===== src/rtl/mag_sq_if.sv =====
// Start/acknowledge bus of the squared-magnitude unit: signed I/Q operands in,
// I^2 + Q^2 with state and valid out.
interface mag_sq_if #(
  parameter int DW = 16
);
  logic              enable;
  logic [DW-1:0]     din_i;
  logic [DW-1:0]     din_q;
  logic [2*DW-1:0]   dout;
  logic [3:0]        cstate;
  logic              valid;

  modport master (
    output enable, din_i, din_q,
    input  dout, cstate, valid
  );

  modport slave (
    input  enable, din_i, din_q,
    output dout, cstate, valid
  );
endinterface


===== src/rtl/mag_sq.sv =====
// Iterative I^2 + Q^2: two shift-add squarers run in parallel for DW cycles,
// then the sum is held in HALT until the controller acknowledges it.
module mag_sq #(
  parameter int DW = 16
) (
  input  logic     clk,
  input  logic     reset_n,
  mag_sq_if.slave  bus
);
  localparam int              CW   = $clog2(DW);
  localparam logic [CW-1:0]   LAST = CW'(DW - 1);

  typedef enum logic [1:0] {
    IDLE    = 2'd0,
    COMPUTE = 2'd1,
    HALT    = 2'd2
  } state_t;

  state_t            r_state;
  logic [DW-1:0]     r_mul_i;
  logic [DW-1:0]     r_mul_q;
  logic [2*DW-1:0]   r_mcand_i;
  logic [2*DW-1:0]   r_mcand_q;
  logic [2*DW-1:0]   r_acc_i;
  logic [2*DW-1:0]   r_acc_q;
  logic [2*DW-1:0]   r_dout;
  logic [CW-1:0]     r_cnt;
  logic              r_valid;

  logic [DW-1:0]     w_abs_i;
  logic [DW-1:0]     w_abs_q;

  // |-2^(DW-1)| wraps back to 2^(DW-1), which is the correct unsigned magnitude
  always_comb begin
    w_abs_i = bus.din_i[DW-1] ? (~bus.din_i + DW'(1)) : bus.din_i;
    w_abs_q = bus.din_q[DW-1] ? (~bus.din_q + DW'(1)) : bus.din_q;
  end

  assign bus.dout   = r_dout;
  assign bus.valid  = r_valid;
  assign bus.cstate = {2'b00, r_state};

  always_ff @(posedge clk or negedge reset_n) begin
    if (!reset_n) begin
      r_state   <= IDLE;
      r_mul_i   <= '0;
      r_mul_q   <= '0;
      r_mcand_i <= '0;
      r_mcand_q <= '0;
      r_acc_i   <= '0;
      r_acc_q   <= '0;
      r_dout    <= '0;
      r_cnt     <= '0;
      r_valid   <= 1'b0;
    end else begin
      case (r_state)
        IDLE: begin
          r_mul_i   <= w_abs_i;
          r_mul_q   <= w_abs_q;
          r_mcand_i <= {{DW{1'b0}}, w_abs_i};
          r_mcand_q <= {{DW{1'b0}}, w_abs_q};
          r_acc_i   <= '0;
          r_acc_q   <= '0;
          r_cnt     <= '0;
          if (bus.enable) r_state <= COMPUTE;
        end
        COMPUTE: begin
          if (r_mul_i[0]) r_acc_i <= r_acc_i + r_mcand_i;
          if (r_mul_q[0]) r_acc_q <= r_acc_q + r_mcand_q;
          r_mul_i   <= r_mul_i >> 1;
          r_mul_q   <= r_mul_q >> 1;
          r_mcand_i <= r_mcand_i << 1;
          r_mcand_q <= r_mcand_q << 1;
          if (r_cnt == LAST) r_state <= HALT;
          else               r_cnt   <= r_cnt + 1'b1;
        end
        HALT: begin
          // valid is always low on entry, so it marks the first HALT cycle
          if (!r_valid) begin
            r_dout  <= r_acc_i + r_acc_q;
            r_valid <= 1'b1;
          end else if (bus.enable) begin
            r_state <= IDLE;
            r_valid <= 1'b0;
          end
        end
        default: r_state <= IDLE;
      endcase
    end
  end
endmodule

===== src/flat_wrapper.sv =====
// flat-port wrapper written by rule: the top's interface ports become plain ports
module mag_sq_flat 
#(
  parameter int DW = 16
)
  (clk, reset_n, bus_enable, bus_din_i, bus_din_q, bus_dout, bus_cstate, bus_valid);
  mag_sq_if #(.DW(DW)) bus_i ();
  input  logic clk;
  input  logic reset_n;
  input wire logic [$bits(bus_i.enable)-1:0] bus_enable;
  input wire logic [$bits(bus_i.din_i)-1:0] bus_din_i;
  input wire logic [$bits(bus_i.din_q)-1:0] bus_din_q;
  output wire logic [$bits(bus_i.dout)-1:0] bus_dout;
  output wire logic [$bits(bus_i.cstate)-1:0] bus_cstate;
  output wire logic [$bits(bus_i.valid)-1:0] bus_valid;
  assign bus_i.enable = bus_enable;
  assign bus_i.din_i = bus_din_i;
  assign bus_i.din_q = bus_din_q;
  assign bus_dout = bus_i.dout;
  assign bus_cstate = bus_i.cstate;
  assign bus_valid = bus_i.valid;
  mag_sq #(.DW(DW)) u_core (.clk(clk), .reset_n(reset_n), .bus(bus_i));
endmodule

===== config.mk =====
export PLATFORM = sky130hd
export DESIGN_NAME = mag_sq_flat
export DESIGN_NICKNAME = d
export VERILOG_FILES = /design/src/rtl/mag_sq_if.sv /design/src/rtl/mag_sq.sv /design/src/flat_wrapper.sv
export SDC_FILE = /design/constraint.sdc
export NUM_CORES = 1
export LEC_CHECK = 0
export CORE_MARGIN = 2
export CORE_UTILIZATION = 55
export CTS_CLUSTER_SIZE = 28
export DETAILED_ROUTE_END_ITERATION = 6
export PLACE_DENSITY = 0.74
export SLEW_MARGIN = 20
export SYNTH_ARGS = -nofsm -noshare
export SYNTH_HDL_FRONTEND = slang
export SYNTH_SLANG_ARGS = --single-unit

===== constraint.sdc =====
create_clock -name clk -period 3.6 [get_ports clk]
set_input_delay 0.72 -clock clk [delete_from_list [all_inputs] [get_ports clk]]
set_output_delay 0.72 -clock clk [all_outputs]
set_load 0.02 [all_outputs]

==> metrics <==
Crit Path Class=reg -> reg; Cells after Synth=1,455; Final min period=3.09 ns; Root Buffer=clkbuf_16; grt total ovfl=0; Avg Cell Area, Syn=9.10 um2; clk_skew=0.0141 ns; Static Leak=6.70 nW; synthesized area=0.0132 mm2; Num CTS Buffers=17; Slew Limit Fails=0; reg-to-reg endpoint=u_core.bus.dout[30]$_DFFE_PN0P_; area fraction of the dominant cell type after synthesis=37.6%; CP endpoint kind=register; gr usage total=24.8%; CP Cell Sequence=ha_1, fa_1, a211oi_1, o21ai_1, a41o_2, a31oi_2, o221ai_2, a211oi_2, xor2_1, o21ai_1; PortBufs=69; Crit Reg-Reg Startpoint=u_core.r_acc_q[0]$_DFFE_PN0P_; reg2reg setup slack=0.51 ns; Hold Path Class=in -> async; #FFs+latches synth=199; drc violations=0; max_slew headroom=30.5%; boundary pin count=72; Starting Density=56.2%; antenna cells=0; fillers=2,037; DRT iter0 DRCs=1,022; Int Pwr=6.85 mW; Worst EP arrival=3.39 ns; utilization after layout=62.8%; Max clock buf depth=2; worst setup path end=u_core.bus.dout[30]$_DFFE_PN0P_; Power Total=12.6 mW; FFs w/ async S/R, synth=100%; cts hold-fix bufs=0; post-route ant nets=0; Synth area leader=dfrtp_1; Max Cap Violations=0; Hold Vio Cnt, Final=0; Worst setup startpoint=u_core.r_acc_q[0]$_DFFE_PN0P_; NetSw=5.78 mW; Top cell by count, worst path=o21ai_1; Via density=6.13; Setup TNS=0 ns; CP bufs+invs=0; die width=159 um; largest net degree at the start of global routing=80; Reg clk slew, reported paths=0.08 ns; Sw Share=45.7%; min setup slack post-route=0.507 ns; CP Depth=10; Placement Cell Area=0.0142 mm2; synth unique cells=95; Area contributors post-synth=dfrtp_1, ha_1, o21ai_0; Worst-Skew Late Latency=0.45 ns; WL per Instance=17.2 um; Post-synth top flop=dfrtp_1; DR pass1 iterations=5; cell family with most CP delay=compound AO/OA/AOI/OAI gates; Die H=159 um; Clock power frac=16.0%; Routed WL=31.2 mm; number of global-route vias before repair=10,269; placed insts=1,781; Place WS=0.501 ns; final setup fails=0; Placer Congestion=0.950; count leader, synth=dfrtp_1; Flop pwr share=30.6%; Area Overhead vs Synth=11.7%; Final nets=1,615; pwr/cell area=854 mW/mm2; Worst Path Max Fanout=5; CP Launch Type=register; worst-margin pin slew=1.04 ns; TritonCTS clock tree=built; fin cells=1,813; Total Die Area=0.0253 mm2; setup bufs post-CTS=0; routed vias=11,107; Std-Cell Rows=56; cells on worst reg2reg path=10; Worst Path Required=3.89 ns; initial antenna violation count=0; RSZ-0062 raised after global routing=no; sequential fraction of the synthesis area=37.6%; first-pass GRT wire length=51.8 mm; Crit-path slowest cell=fa_1; share of layout cells above drive strength 1=6.76%; # resized after CTS=0; post-route cell area=0.0148 mm2; final worst path period share=85.9%; Sink Count=199; status=completed; list of most frequent post-synthesis cells=dfrtp_1, nand2_1, o21ai_0, ha_1, a21oi_1; number of synthesized flops with an enable pin=0; Logic pwr share=53.3%; peak supply drop=0.000526 V; fmax=0.323 GHz; H-tree depth=4; HPWL Detailed=23.8 mm; core area=0.0235 mm2; critical path's largest stage delay=0.48 ns; Yosys warnings=0; hold slack=0.286 ns
[metal layers]
metal / up-vias / wire length [um] / global-route usage, %
li1: 5454 / - / -
met1: 5272 / 15400 / 37.3
met2: 333 / 13600 / 37.3
met3: 48 / 1640 / 3.70
met4: 0 / 575 / 7.48
met5: - / 0 / 0
[worst reg2reg max path, cell delays in order (launching register included)]
cell and delay [ns]:
dfrtp_1 0.40, ha_1 0.27, fa_1 0.49, a211oi_1 0.36, o21ai_1 0.15, a41o_2 0.30, a31oi_2 0.31, o221ai_2 0.20
a211oi_2 0.23, xor2_1 0.17, o21ai_1 0.07
[placed cells by master (no fill, tap or decap), drive strengths merged, types with 18 or more instances in the layout]
master and instances:
clkbuf 19, nand2 172, dfrtp 199, a21oi 94, nor2 57, xor2 47
o31ai 19, ha 96, nand3 78, a31oi 24, xnor2 54, o21ai 161
clkdlybuf4s50 68, inv 37, a21o 48, o21a 18, a22o 32, a2bb2oi 28
and3 26
[power by group through the flow]
stage / Clock (mW) / Sequential [mW] / Combinational, mW
2_1_floorplan: 0 / 3.53 / 5.35
4_1_cts: 2.06 / 3.85 / 6.69
3_3_place_gp: 0 / 3.86 / 6.51
3_5_place_dp: 0 / 3.88 / 6.65
6_report: 2.03 / 3.87 / 6.74
5_1_grt: 2.17 / 3.96 / 7.52
[worst min-delay path by stage]
| stage | from | end | slack, ns | cells past startpoint |
|---|---|---|---|---|
| 2_1_floorplan | reset_n | u_core.bus.dout[0]$_DFFE_PN0P_ | 0.42 | 0 |
| 3_3_place_gp | u_core.bus.dout[4]$_DFFE_PN0P_ | u_core.bus.dout[4]$_DFFE_PN0P_ | 0.46 | 2 |
| 3_5_place_dp | u_core.r_mul_i[15]$_DFFE_PN0P_ | u_core.r_mul_i[15]$_DFFE_PN0P_ | 0.47 | 1 |
| 4_1_cts | reset_n | u_core.bus.dout[2]$_DFFE_PN0P_ | 0.31 | 1 |
| 5_1_grt | reset_n | u_core.bus.dout[4]$_DFFE_PN0P_ | 0.32 | 1 |
| 6_report | reset_n | u_core.bus.dout[4]$_DFFE_PN0P_ | 0.29 | 1 |
[cell families (layout without fill, tap and decap cells)]
kind of cell | count (synthesis) | after routing | synth area share (%)
AO/OA/AOI/OAI | 531 | 531 | 27.8
XOR/XNOR | 101 | 101 | 6.68
adder cells (fa/ha/maj) | 99 | 99 | 9.52
buffers and inverters | 107 | 145 | 3.32
flip-flops | 199 | 199 | 37.6
multiplexers | 6 | 6 | 0.472
other | 1 | 2 | 0.0283
AND/OR/NAND/NOR | 411 | 411 | 14.6
[registers in the layout (all words and copies together) (netlist names)]
register,flops
u_core.r_mul_q,16
u_core.bus.valid,1
u_core.r_mcand_q,32
u_core.r_mul_i,16
u_core.bus.dout,32
u_core.r_cnt,4
u_core.r_acc_q,32
u_core.r_state,2
u_core.r_acc_i,32
u_core.r_mcand_i,32
[area by class of cell]
class	instances	area (um2)	share of cell area, %
Multi-Input combinational cell	1150	7840	53.0
Sequential cell	199	4980	33.7
Inverter	30	113	0.761
Timing Repair Buffer	83	825	5.58
Clock buffer	18	439	2.97
Clock inverter	14	186	1.26
Tap cell	319	399	2.70
(Power assumes the default switching activity.)
